--- src/rtl/approx_adder_err_monitor.sv ---
// Two-stage approximate adder (exact / ETA-II / LOA) with exact reference, error distance and
// optional running error statistics (enabled by defining APPROX_ERR_STATS_EN).
module approx_adder_err_monitor #(
  parameter int WIDTH = 16,
  parameter int SEG   = 4,
  parameter int CNT_W = 32
) (
  input  logic             clk,
  input  logic             rst_n,
  input  logic             in_valid,
  output logic             in_ready,
  input  logic [WIDTH-1:0] a,
  input  logic [WIDTH-1:0] b,
  input  logic [1:0]       mode,
  output logic             out_valid,
  input  logic             out_ready,
  output logic [WIDTH-1:0] sum_apx,
  output logic             cout_apx,
  output logic [WIDTH:0]   sum_exact,
  output logic [WIDTH:0]   err_dist,
  output logic             err_flag,
  input  logic             stat_clear,
  output logic [CNT_W-1:0] sample_cnt,
  output logic [CNT_W-1:0] err_cnt,
  output logic [WIDTH:0]   max_err,
  output logic [CNT_W-1:0] acc_err
);

  localparam int NSEG = WIDTH / SEG;

  typedef enum logic [1:0] {
    MODE_RCA   = 2'd0,
    MODE_ETA2  = 2'd1,
    MODE_LOA   = 2'd2,
    MODE_EXACT = 2'd3
  } mode_e;

  // Each segment's carry-in is the carry the previous segment would produce on its own,
  // so carry chains never span more than two segments.
  function automatic logic [WIDTH:0] eta2_add(input logic [WIDTH-1:0] x, input logic [WIDTH-1:0] y);
    logic [WIDTH:0] r;
    logic [SEG:0]   seg_sum;
    logic [SEG:0]   seg_plain;
    logic           cin;
    r   = '0;
    cin = 1'b0;
    for (int i = 0; i < NSEG; i++) begin
      seg_sum   = {1'b0, x[i*SEG +: SEG]} + {1'b0, y[i*SEG +: SEG]} + {{SEG{1'b0}}, cin};
      seg_plain = {1'b0, x[i*SEG +: SEG]} + {1'b0, y[i*SEG +: SEG]};
      r[i*SEG +: SEG] = seg_sum[SEG-1:0];
      if (i == NSEG - 1) r[WIDTH] = seg_sum[SEG];
      cin = seg_plain[SEG];
    end
    return r;
  endfunction

  // Lower part is a carry-free OR; the top lower bit pair predicts the carry into the exact upper add.
  function automatic logic [WIDTH:0] loa_add(input logic [WIDTH-1:0] x, input logic [WIDTH-1:0] y);
    logic [WIDTH-SEG:0] hi;
    hi = {1'b0, x[WIDTH-1:SEG]} + {1'b0, y[WIDTH-1:SEG]}
       + {{(WIDTH-SEG){1'b0}}, x[SEG-1] & y[SEG-1]};
    return {hi, x[SEG-1:0] | y[SEG-1:0]};
  endfunction

  // Pipeline control
  logic             rdy_en;
  logic             s1_valid;
  logic [WIDTH-1:0] s1_a;
  logic [WIDTH-1:0] s1_b;
  mode_e            s1_mode;
  logic             s2_load;
  logic             s1_load;

  assign s2_load  = !out_valid || out_ready;
  assign s1_load  = !s1_valid || s2_load;
  // rdy_en keeps in_ready low while in reset and for the cycle before the first edge after release.
  assign in_ready = rdy_en && s1_load;

  // NOTE: all clocked state uses non-blocking assignments so every register samples pre-edge values.
  always_ff @(posedge clk or negedge rst_n) begin
    if (!rst_n) rdy_en <= 1'b0;
    else        rdy_en <= 1'b1;
  end

  always_ff @(posedge clk or negedge rst_n) begin
    if (!rst_n) begin
      s1_valid <= 1'b0;
      s1_a     <= '0;
      s1_b     <= '0;
      s1_mode  <= MODE_RCA;
    end else if (s1_load) begin
      s1_valid <= in_valid && rdy_en;
      if (in_valid && rdy_en) begin
        s1_a    <= a;
        s1_b    <= b;
        s1_mode <= mode_e'(mode);
      end
    end
  end

  // Stage-2 datapath
  logic [WIDTH:0] exact_c;
  logic [WIDTH:0] apx_c;
  logic [WIDTH:0] err_c;

  // NOTE: every combinational output gets a default first so no path can infer a latch.
  always_comb begin
    exact_c = {1'b0, s1_a} + {1'b0, s1_b};
    apx_c   = exact_c;
    case (s1_mode)
      MODE_ETA2: apx_c = eta2_add(s1_a, s1_b);
      MODE_LOA:  apx_c = loa_add(s1_a, s1_b);
      default:   apx_c = exact_c;
    endcase
    err_c = (exact_c >= apx_c) ? (exact_c - apx_c) : (apx_c - exact_c);
  end

  always_ff @(posedge clk or negedge rst_n) begin
    if (!rst_n) begin
      out_valid <= 1'b0;
      sum_apx   <= '0;
      cout_apx  <= 1'b0;
      sum_exact <= '0;
      err_dist  <= '0;
      err_flag  <= 1'b0;
    end else if (s2_load) begin
      out_valid <= s1_valid;
      if (s1_valid) begin
        sum_apx   <= apx_c[WIDTH-1:0];
        cout_apx  <= apx_c[WIDTH];
        sum_exact <= exact_c;
        err_dist  <= err_c;
        err_flag  <= (err_c != '0);
      end
    end
  end

`ifdef APPROX_ERR_STATS_EN
  localparam int AW = ((CNT_W > WIDTH + 1) ? CNT_W : (WIDTH + 1)) + 1;

  function automatic logic [CNT_W-1:0] sat_inc(input logic [CNT_W-1:0] c);
    return (c == '1) ? c : c + CNT_W'(1);
  endfunction

  function automatic logic [CNT_W-1:0] sat_add(input logic [CNT_W-1:0] c, input logic [WIDTH:0] e);
    logic [AW-1:0] s;
    s = AW'(c) + AW'(e);
    return (s > AW'({CNT_W{1'b1}})) ? {CNT_W{1'b1}} : s[CNT_W-1:0];
  endfunction

  logic out_fire;
  assign out_fire = out_valid && out_ready;

  // Statistics observe the result currently presented, and a clear discards that sample.
  always_ff @(posedge clk or negedge rst_n) begin
    if (!rst_n) begin
      sample_cnt <= '0;
      err_cnt    <= '0;
      max_err    <= '0;
      acc_err    <= '0;
    end else if (stat_clear) begin
      sample_cnt <= '0;
      err_cnt    <= '0;
      max_err    <= '0;
      acc_err    <= '0;
    end else if (out_fire) begin
      sample_cnt <= sat_inc(sample_cnt);
      if (err_flag)           err_cnt <= sat_inc(err_cnt);
      if (err_dist > max_err) max_err <= err_dist;
      acc_err <= sat_add(acc_err, err_dist);
    end
  end
`else
  logic unused_stat_clear;
  assign unused_stat_clear = stat_clear;
  assign sample_cnt = '0;
  assign err_cnt    = '0;
  assign max_err    = '0;
  assign acc_err    = '0;
`endif

endmodule
--- config.mk ---
export PLATFORM = sky130hd
export DESIGN_NAME = approx_adder_err_monitor
export DESIGN_NICKNAME = d
export VERILOG_FILES = /design/src/rtl/approx_adder_err_monitor.sv
export SDC_FILE = /design/constraint.sdc
export NUM_CORES = 1
export LEC_CHECK = 0
export BUFFER_PORTS_ARGS = -buffer_cell sky130_fd_sc_hd__buf_2
export CORE_MARGIN = 4
export CORE_UTILIZATION = 35
export CTS_BUF_LIST = sky130_fd_sc_hd__clkbuf_8
export DETAILED_ROUTE_END_ITERATION = 7
export GPL_TIMING_DRIVEN = 0
export PLACE_DENSITY = 0.6
export RECOVER_POWER = 100
export REMOVE_ABC_BUFFERS = 1
export SYNTH_ARGS = -nofsm -noshare
export SYNTH_HDL_FRONTEND = slang
export SYNTH_SLANG_ARGS = --single-unit
export TNS_END_PERCENT = 100
--- constraint.sdc ---
create_clock -name clk -period 10.52 [get_ports clk]
set_input_delay 3.156 -clock clk [delete_from_list [all_inputs] [get_ports clk]]
set_output_delay 3.156 -clock clk [all_outputs]
set_load 0.02 [all_outputs]
# After elaboration in Yosys (flattened, before gate mapping)
# Cells that the tools add are included.
dict set report word_totals {
  wordCells 39
  output_inout_bits 167
  input_bits 39
  ff_bits 89
}
dict set report op_classes {
  n_lt_le_gt_ge 1
  n_addsub 12
  n_mux 2
  eq_ne 2
  n_reduce_logical 9
  n_bitwise 2
}
# op count
set ops {}
lappend ops {{one-hot mux 17 bit (2 select lines)} 1}
lappend ops {{subtractor 17 bit} 2}
lappend ops {{adder 4 x 4 -> 5 bit} 4}
lappend ops {{adder 16 x 16 -> 17 bit} 1}
lappend ops {{>= comparator 17 bit} 1}
lappend ops {{2-to-1 mux 17 bit} 1}
lappend ops {{nonzero test 17 bit} 1}
lappend ops {{adder 12 x 12 -> 13 bit} 1}
lappend ops {{adder 13 x 1 -> 13 bit} 1}
lappend ops {{adder 4 x 1 -> 4 bit} 2}
lappend ops {{adder 5 x 1 -> 5 bit} 1}
lappend ops {{OR 4 bit} 1}
lappend ops {{AND reduction 2 bit} 2}
lappend ops {{== test 2 x 1 -> 1 bit, second input constant} 1}
lappend ops {{== test 2 bit, second input constant} 1}
lappend ops {{logical AND 1 bit} 2}
lappend ops {{logical NOT 1 bit} 2}
lappend ops {{logical OR 1 bit} 2}
lappend ops {{bitwise AND 1 bit} 1}

# Logic depth before layout (Yosys ltp)
# Gate-level depths: netlist of run 1.
dict set report logic_depth {
  word_depth 6
  depth_mapped 26
}

# Worst setup path after synthesis of run 1
# OpenSTA, ideal clock, no wires.
dict set report synth_path {
  kind {input-to-output}
  from {input port out_ready}
  to {output port in_ready}
  path_slack_ns 3.827
  t_arrival_ns 3.537
  stages 2
  required_time_ns 7.364
  path_buffers 0
  cell_sequence {nand3b_1 -> and2_1}
}
dict set report synth_via {
  elab_chain_cells 3
}
# element line_no
set synth_rtl {}
lappend synth_rtl {{start, declared} 16} ;# input logic out_ready,
lappend synth_rtl {{logical OR 1 bit} 74} ;# assign s2_load = !out_valid || out_ready;
lappend synth_rtl {{logical OR 1 bit} 75} ;# assign s1_load = !s1_valid || s2_load;
lappend synth_rtl {{logical AND 1 bit} 77} ;# assign in_ready = rdy_en && s1_load;
lappend synth_rtl {{end, declared} 11} ;# output logic in_ready,
# No other way between the ends.

# Worst setup path in the final report of run 1
dict set report layout_path {
  from {register s1_b[8]}
  to {register err_flag}
}
dict set report layout_via {
  elab_chain_cells 6
}
# element line_no
set layout_rtl {}
lappend layout_rtl {{start, declared} 69} ;# logic [WIDTH-1:0] s1_b;
lappend layout_rtl {{start signal, assigned} 89} ;# s1_b <= '0;
lappend layout_rtl {{start signal, assigned} 95} ;# s1_b <= b;
lappend layout_rtl {{adder 12 x 12 -> 13 bit / adder 4 x 4 -> 5 bit (equally long branches)} {60, 49}}
lappend layout_rtl {{adder 13 x 1 -> 13 bit, or another cell as far along} 61} ;# + {{(WIDTH-SEG){1'b0}}, x[SEG-1] & y[SEG-1]};
lappend layout_rtl {{one-hot mux 17 bit (2 select lines)} 110} ;# case (s1_mode)
lappend layout_rtl {{subtractor 17 bit / >= comparator 17 bit (equally long branches)} 115} ;# err_c = (exact_c >= apx_c) ? (exact_c - apx_c) : (apx_c - exact_c);
lappend layout_rtl {{2-to-1 mux 17 bit *} 115}
lappend layout_rtl {{nonzero test 17 bit *} 133} ;# err_flag <= (err_c != '0);
lappend layout_rtl {{end signal, assigned} 133}
lappend layout_rtl {{end, declared} 21} ;# output logic err_flag,
# Mark *: on every way between the ends. The rest lies on a longest branch, timed or not.
# A chain may end at the register's enable or synchronous reset.

==> out/summary.txt, run 1 <==
met1 GRT Util = 19.55%
final core utilization = 36.82%
Max VDD drop = 136.0 uV
First-pass DRT Iterations = 5
Min Clock Period, post-route = 7375 ps
DRC Markers = 0
share of the synthesized area in the top cell type = 28.88%
max-slew violations = 198
Rel. slew slack = -130.7%
asr flop ratio synth = 100.0%
dpl hpwl = 14,310 um
GRT Util Overall = 14.71%
post-synthesis sequential area ratio = 28.88%
Mapped Cells = 886
WS Path Type = flip-flop to flip-flop
fin area = 8011 um2
global routing's busiest layer = met2
global route total overflow = 0
Top-Level Pins = 206
Startpoint Class = flip-flop
Synth area leaders = dfrtp_1 (29%), buf_4 (11%), ha_1 (9.6%), mux2_2 (5.3%), o21ai_0 (4.9%)
status = finished with violations
Max Cap Viol = 3
Post-synth top cells = buf_4 (113), dfrtp_1 (89), nand2_1 (77)
row count = 54
post_cts resized = 0
endpoint type of the worst setup path = flip-flop
Post-CTS Setup Repair Bufs = 0
# diodes = 0
Mean Syn Cell Area = 8.705 um2
Total Die Area = 24,480 um2
LEAKAGE = 3.993 nW
Clock Sink Count = 89
Filler Cell Count = 2,293
port bufs = 91
GPL Wtd Cong = 0.8710
WP data required = 10,770 ps
Area growth, synth to finish = 3.877%
clk buf depth = 2
die height = 156.4 um
H-tree depth = 3
via count = 5,877
cell with the most instances after synthesis = buf_4
via density per instance = 4.770
met2 Usage GRT = 24.92%
DP Area = 7941 um2
share of layout cells above drive strength 1 = 10.29%
total negative slack = 0 ps
Layout Nets = 1,054
RSZ-0062 raised after global routing = false
count of flip-flops with a built-in enable after synthesis = 0
Critical Path Fanout Max = 10
Post-DRT Antenna Nets = 0
Hold Crit Class = flip-flop to flip-flop
core area = 21,760 um2
global-route wire length before repair = 29,410 um
Synth warnings = 0
CTS tree = done
met3 Use GR = 2.738%
fin crit share = 70.10%
Worst Skew = 13.23 ps
largest net degree at the start of global routing = 96
final WL = 18,190 um
initial core utilization = 35.45%
worst slew pin tran = 3460 ps
Mapped Area = 7712 um2
clk_lat worst skew = 370 ps
f_max = 135.6 MHz
Synth area leader = dfrtp_1
Root Driver = clkbuf_8
post-DR wirelength/cell = 14.76 um
vias in the first global route = 5,725
post-synth cell types = 72
DR iter-0 viols = 399
failing checks = capacitance limit, slew limit
Synth Flop Type = dfrtp_1
setup violators final = 0
worst reg-to-reg setup slack = 3150 ps
clock-pin slew on the worst setup and hold paths = 90 ps
Hold-fix buffers, CTS = 0
Cell Pwr Density = 391.6 nW/um2
die width = 156.4 um
FF+latch count, synth = 89
final hold violation count = 0
number of antenna violations at the first check in global routing = 0
CTS buffer count = 9
Arr. time, crit path = 7630 ps
## final cells by class
cell class              instances  area [um2]  area share (%)
multi-input cells             680        4548           56.77
flip-flops and latches         89        2227           27.80
repair buffers                 92       390.4           4.873
well taps                     280       350.3           4.373
inverters                      75       281.5           3.514
clock buffers                  11       151.4           1.890
clock inverters                 5       62.56          0.7809
## per-layer routing
metal  wire length [um]  part of all wire [%]  up-vias
met5                  0                     0        -
met4                213                   1.2        0
met3                848                   4.7       10
met2               8659                    48      151
met1               8468                    47     2769
li1                   -                     -     2947
## per-stage QoR
step | worst slack (ps) | hold slack (ps) | std cells | total power [mW]
after floorplan | 3827 | 471.1 | 844 | 2.332
after global placement | 3618 | 456.6 | 1215 | 2.908
after detailed placement | 3600 | 464.8 | 1216 | 2.924
after CTS | 3596 | 487.5 | 1232 | 3.196
after global routing | 2322 | 499.5 | 1232 | 3.452
final | 3145 | 479.8 | 1232 | 3.137
## cell families (layout without fill, tap and decap cells)
logic type,after synthesis,after routing,synth area share (%)
AO/OA/AOI/OAI,237,237,20.43
buffers and inverters,229,183,17.10
AND/OR/NAND/NOR,186,186,11.84
flip-flops,89,89,28.88
adder cells (fa/ha/maj),68,68,11.91
multiplexers,40,40,5.776
XOR/XNOR,35,35,3.975
other,2,114,0.09738
## sequential cells by signal (all words and copies together) (netlist names)
signal,count
err_dist,17
sum_exact,17
s1_a,16
s1_b,16
sum_apx,16
s1_mode,2
cout_apx,1
err_flag,1
out_valid,1
rdy_en,1
s1_valid,1
## placed cells by master (no fill, tap or decap), types with 9 or more instances in the layout
cell type    n
mux2_2      36
dfrtp_1     89
xnor2_1     21
ha_1        59
a31oi_1      9
inv_1       75
fa_1         9
xor2_1      14
clkbuf_8    11
o21ai_0     76
nand3_1     10
clkbuf_1    56
o21a_1      11
nor2b_1     11
a21o_1      33
buf_2       36
nand2_1     78
conb_1     114
nor2_1      34
a21oi_1     40
## path summary, 6_finish.rpt
check,start,endpoint,cells after the start
setup reg to reg,s1_b[8],err_flag,24
max in group asynchronous,rst_n,s1_b[15],2
min in group asynchronous,rst_n,s1_a[4],1
hold / removal,err_dist[11],err_dist[11],2
hold reg to reg,err_dist[11],err_dist[11],2
setup / recovery,s1_b[8],err_flag,24
## report_power, final
part	switching, mW	internal [mW]	leakage (nW)	total (mW)
Clock	0.133	0.124	0.102	0.257
Sequential	0.0717	0.463	1.07	0.534
Combinational	1.47	0.874	2.82	2.35
## worst max-delay path, cell delays in order, from the launching register on
cell	delay [ps]
dfrtp_1	370
ha_1	210
inv_1	70
fa_1	410
inv_1	120
a21oi_1	70
o21ai_0	340
inv_1	100
fa_1	460
fa_1	470
nand2_1	90
o311ai_0	110
o311ai_0	130
a21boi_0	540
ha_1	450
and3_1	240
and3_1	220
a211oi_1	530
o221a_1	520
nand2_1	390
a311oi_1	440
nor3_1	100
or4b_1	540
nor4_1	260
nor2_1	60
No activity file was read; power rests on OpenSTA's default activity.
==> run 2: changes to the inputs <==
--- a/config.mk
+++ b/config.mk
@@ -11,7 +11,7 @@
 export CTS_BUF_LIST = sky130_fd_sc_hd__clkbuf_8
 export DETAILED_ROUTE_END_ITERATION = 7
 export GPL_TIMING_DRIVEN = 0
-export PLACE_DENSITY = 0.6
+export PLACE_DENSITY = 0.62
 export RECOVER_POWER = 100
 export REMOVE_ABC_BUFFERS = 1
 export SYNTH_ARGS = -nofsm -noshare
==> constraint.sdc (replaced) <==
create_clock -name clk -period 6.7 [get_ports clk]
set_input_delay 2.01 -clock clk [delete_from_list [all_inputs] [get_ports clk]]
set_output_delay 2.01 -clock clk [all_outputs]
set_load 0.02 [all_outputs]
==> out/summary.txt, run 2 (synthesis gave the netlist of run 1 again) <==
worst reg-to-reg setup slack = 400 ps (was 3150 ps)
clk_lat worst skew = 380 ps (was 370 ps)
share of layout cells above drive strength 1 = 11.13% (was 10.29%)
Max stage delay on crit path = 550 ps (was 540 ps)
Hold Path Origin = err_dist[9] (was err_dist[11])
final WL = 18,160 um (was 18,190 um)
post-DR wirelength/cell = 14.74 um (was 14.76 um)
global route total overflow = 0 (unchanged)
fin worst setup slack = 401.5 ps (was 3145 ps)
number of antenna violations at the first check in global routing = 0 (unchanged)
H-tree depth = 3 (unchanged)
final hold violation count = 0 (unchanged)
RSZ-0062 raised after global routing = false (unchanged)
Top-Level Pins = 206 (unchanged)
final hold slack = 480.1 ps (was 479.8 ps)
DR iter-0 viols = 344 (was 399)
FF-to-FF Start = s1_a[8] (was s1_b[8])
CP most frequent cell = inv_1
Layout Nets = 1,054 (unchanged)
f_max = 158.8 MHz (was 135.6 MHz)
DP Area = 7941 um2 (unchanged)
Critical Path Fanout Max = 10 (unchanged)
Hold Crit Class = flip-flop to flip-flop (unchanged)
max-slew violations = 198 (unchanged)
clk buf depth = 2 (unchanged)
status = finished with violations (unchanged)
clock-pin slew on the worst setup and hold paths = 100 ps (was 90 ps)
cell family with most CP delay = compound AO/OA/AOI/OAI gates (unchanged)
Area growth, synth to finish = 4.624% (was 3.877%)
row count = 54 (unchanged)
R2R cell count = 24 (unchanged)
GRT Util Overall = 14.73% (was 14.71%)
worst hold path cell count = 2 (unchanged)
Root Driver = clkbuf_8 (unchanged)
via density per instance = 4.766 (was 4.770)
fin area = 8069 um2 (was 8011 um2)
Worst setup startpoint = s1_a[8] (was s1_b[8])
First-pass DRT Iterations = 4 (was 5)
global-route wire length before repair = 29,260 um (was 29,410 um)
commonest non-fill, non-tap cell in the layout = conb_1 (unchanged)
Startpoint Class = flip-flop (unchanged)
dpl hpwl = 14,380 um (was 14,310 um)
port bufs = 91 (unchanged)
largest net degree at the start of global routing = 96 (unchanged)
Arr. time, crit path = 6560 ps (was 7630 ps)
slowest stage cell, crit path = or4b_1 (was a21boi_0)
worst slack, placed = 56.19 ps (was 3600 ps)
Clock Sink Count = 89 (unchanged)
die height = 156.4 um (unchanged)
core area = 21,760 um2 (unchanged)
Post-CTS Setup Repair Bufs = 0 (unchanged)
endpoint type of the worst setup path = flip-flop (unchanged)
via count = 5,872 (was 5,877)
WP data required = 6960 ps (was 10,770 ps)
vias in the first global route = 5,665 (was 5,725)
Worst Skew = 18.37 ps (was 13.23 ps)
Post-DRT Antenna Nets = 0 (unchanged)
Max Cap Viol = 3 (unchanged)
WS Path Type = flip-flop to flip-flop (unchanged)
CTS tree = done (unchanged)
worst slew pin tran = 2988 ps (was 3460 ps)
die width = 156.4 um (unchanged)
Rel. slew slack = -99.17% (was -130.7%)
failing checks = capacitance limit, slew limit (unchanged)
DRC Markers = 0 (unchanged)
setup violators final = 0 (unchanged)
# diodes = 0 (unchanged)
Total Die Area = 24,480 um2 (unchanged)
Crit path depth = 24 (unchanged)
GPL Wtd Cong = 0.8598 (was 0.8710)
CTS buffer count = 9 (unchanged)
WP buf/inv = 3 (unchanged)
Min Clock Period, post-route = 6299 ps (was 7375 ps)
CP cell instances = ha_1 -> inv_1 -> fa_1 -> inv_1 -> a21oi_1 -> o21ai_1 -> inv_1 -> fa_1 -> nor2_1 -> o21ai_0 -> or3_1 -> a32o_1 -> a22oi_1 -> ha_1 -> and3_4 -> and3_4 -> a211oi_4 -> o221a_4 -> nand2_4 -> a311oi_1 -> nor3_1 -> or4b_1 -> nor4_1 -> nor2_1 (was ha_1 -> inv_1 -> fa_1 -> inv_1 -> a21oi_1 -> o21ai_0 -> inv_1 -> fa_1 -> fa_1 -> nand2_1 -> o311ai_0 -> o311ai_0 -> a21boi_0 -> ha_1 -> and3_1 -> and3_1 -> a211oi_1 -> o221a_1 -> nand2_1 -> a311oi_1 -> nor3_1 -> or4b_1 -> nor4_1 -> nor2_1)
fin crit share = 94.01% (was 70.10%)
total negative slack = 0 ps (unchanged)
Filler Cell Count = 2,288 (was 2,293)
initial core utilization = 35.45% (unchanged)
most frequent cells in the layout = conb_1 (114), dfrtp_1 (89), nand2_1 (77), inv_1 (76), o21ai_0 (75) (was conb_1 (114), dfrtp_1 (89), nand2_1 (78), o21ai_0 (76), inv_1 (75))
biggest regs = err_dist (17), sum_exact (17) (unchanged)
==> run 2: worst paths after layout <==
kind	endpoint
setup / recovery	err_flag
hold / removal	err_dist[9]
setup reg to reg	err_flag
hold reg to reg	err_dist[9]
max in group asynchronous	s1_b[13]
min in group asynchronous	s1_a[8]
==> run 2: area by class of cell <==
type	count	area [um2]	area share, %
clock buffers	11	151.4	1.876
clock inverters	5	55.05	0.6823
inverters	75	281.5	3.489
multi-input cells	680	4607	57.09
flip-flops and latches	89	2227	27.60
well taps	280	350.3	4.342
repair buffers	92	396.6	4.915
==> run 2: per-stage QoR <==
step | util, % | instances
3_3_place_gp | 36.32 | 1215
6_report | 37.09 | 1232
3_5_place_dp | 36.50 | 1216
5_1_grt | 37.09 | 1232
4_1_cts | 37.45 | 1232
2_1_floorplan | - | 844
==> run 2: per-layer routing <==
layer / vias to the layer above / wire length [um] / track usage [%]
li1: 2941 / - / -
met1: 2757 / 8342 / 19.49
met2: 157 / 8666 / 24.59
met3: 17 / 835 / 2.572
met4: 0 / 312 / 4.587
met5: - / 0 / 0
==> run 2: repair_timing <==
| item | CTS | global route |
|---|---|---|
| setup endpoints to repair | 0 | 1 |
| resized for setup | 0 | 6 |
| hold buffers | 0 | 0 |
==> run 2: worst register-to-register path, stage by stage (launching register included) <==
cell and delay [ps]:
dfrtp_1 360, ha_1 210, inv_1 70, fa_1 410
inv_1 120, a21oi_1 80, o21ai_1 240, inv_1 90
fa_1 460, nor2_1 120, o21ai_0 110, or3_1 350
a32o_1 260, a22oi_1 340, ha_1 410, and3_4 230
and3_4 200, a211oi_4 340, o221a_4 330, nand2_4 130
a311oi_1 340, nor3_1 110, or4b_1 550, nor4_1 250
nor2_1 60
Power of run 2 is left out: the tool's default activity adds up to more than one toggle a clock period on the data nets, which glitch-free logic cannot reach.
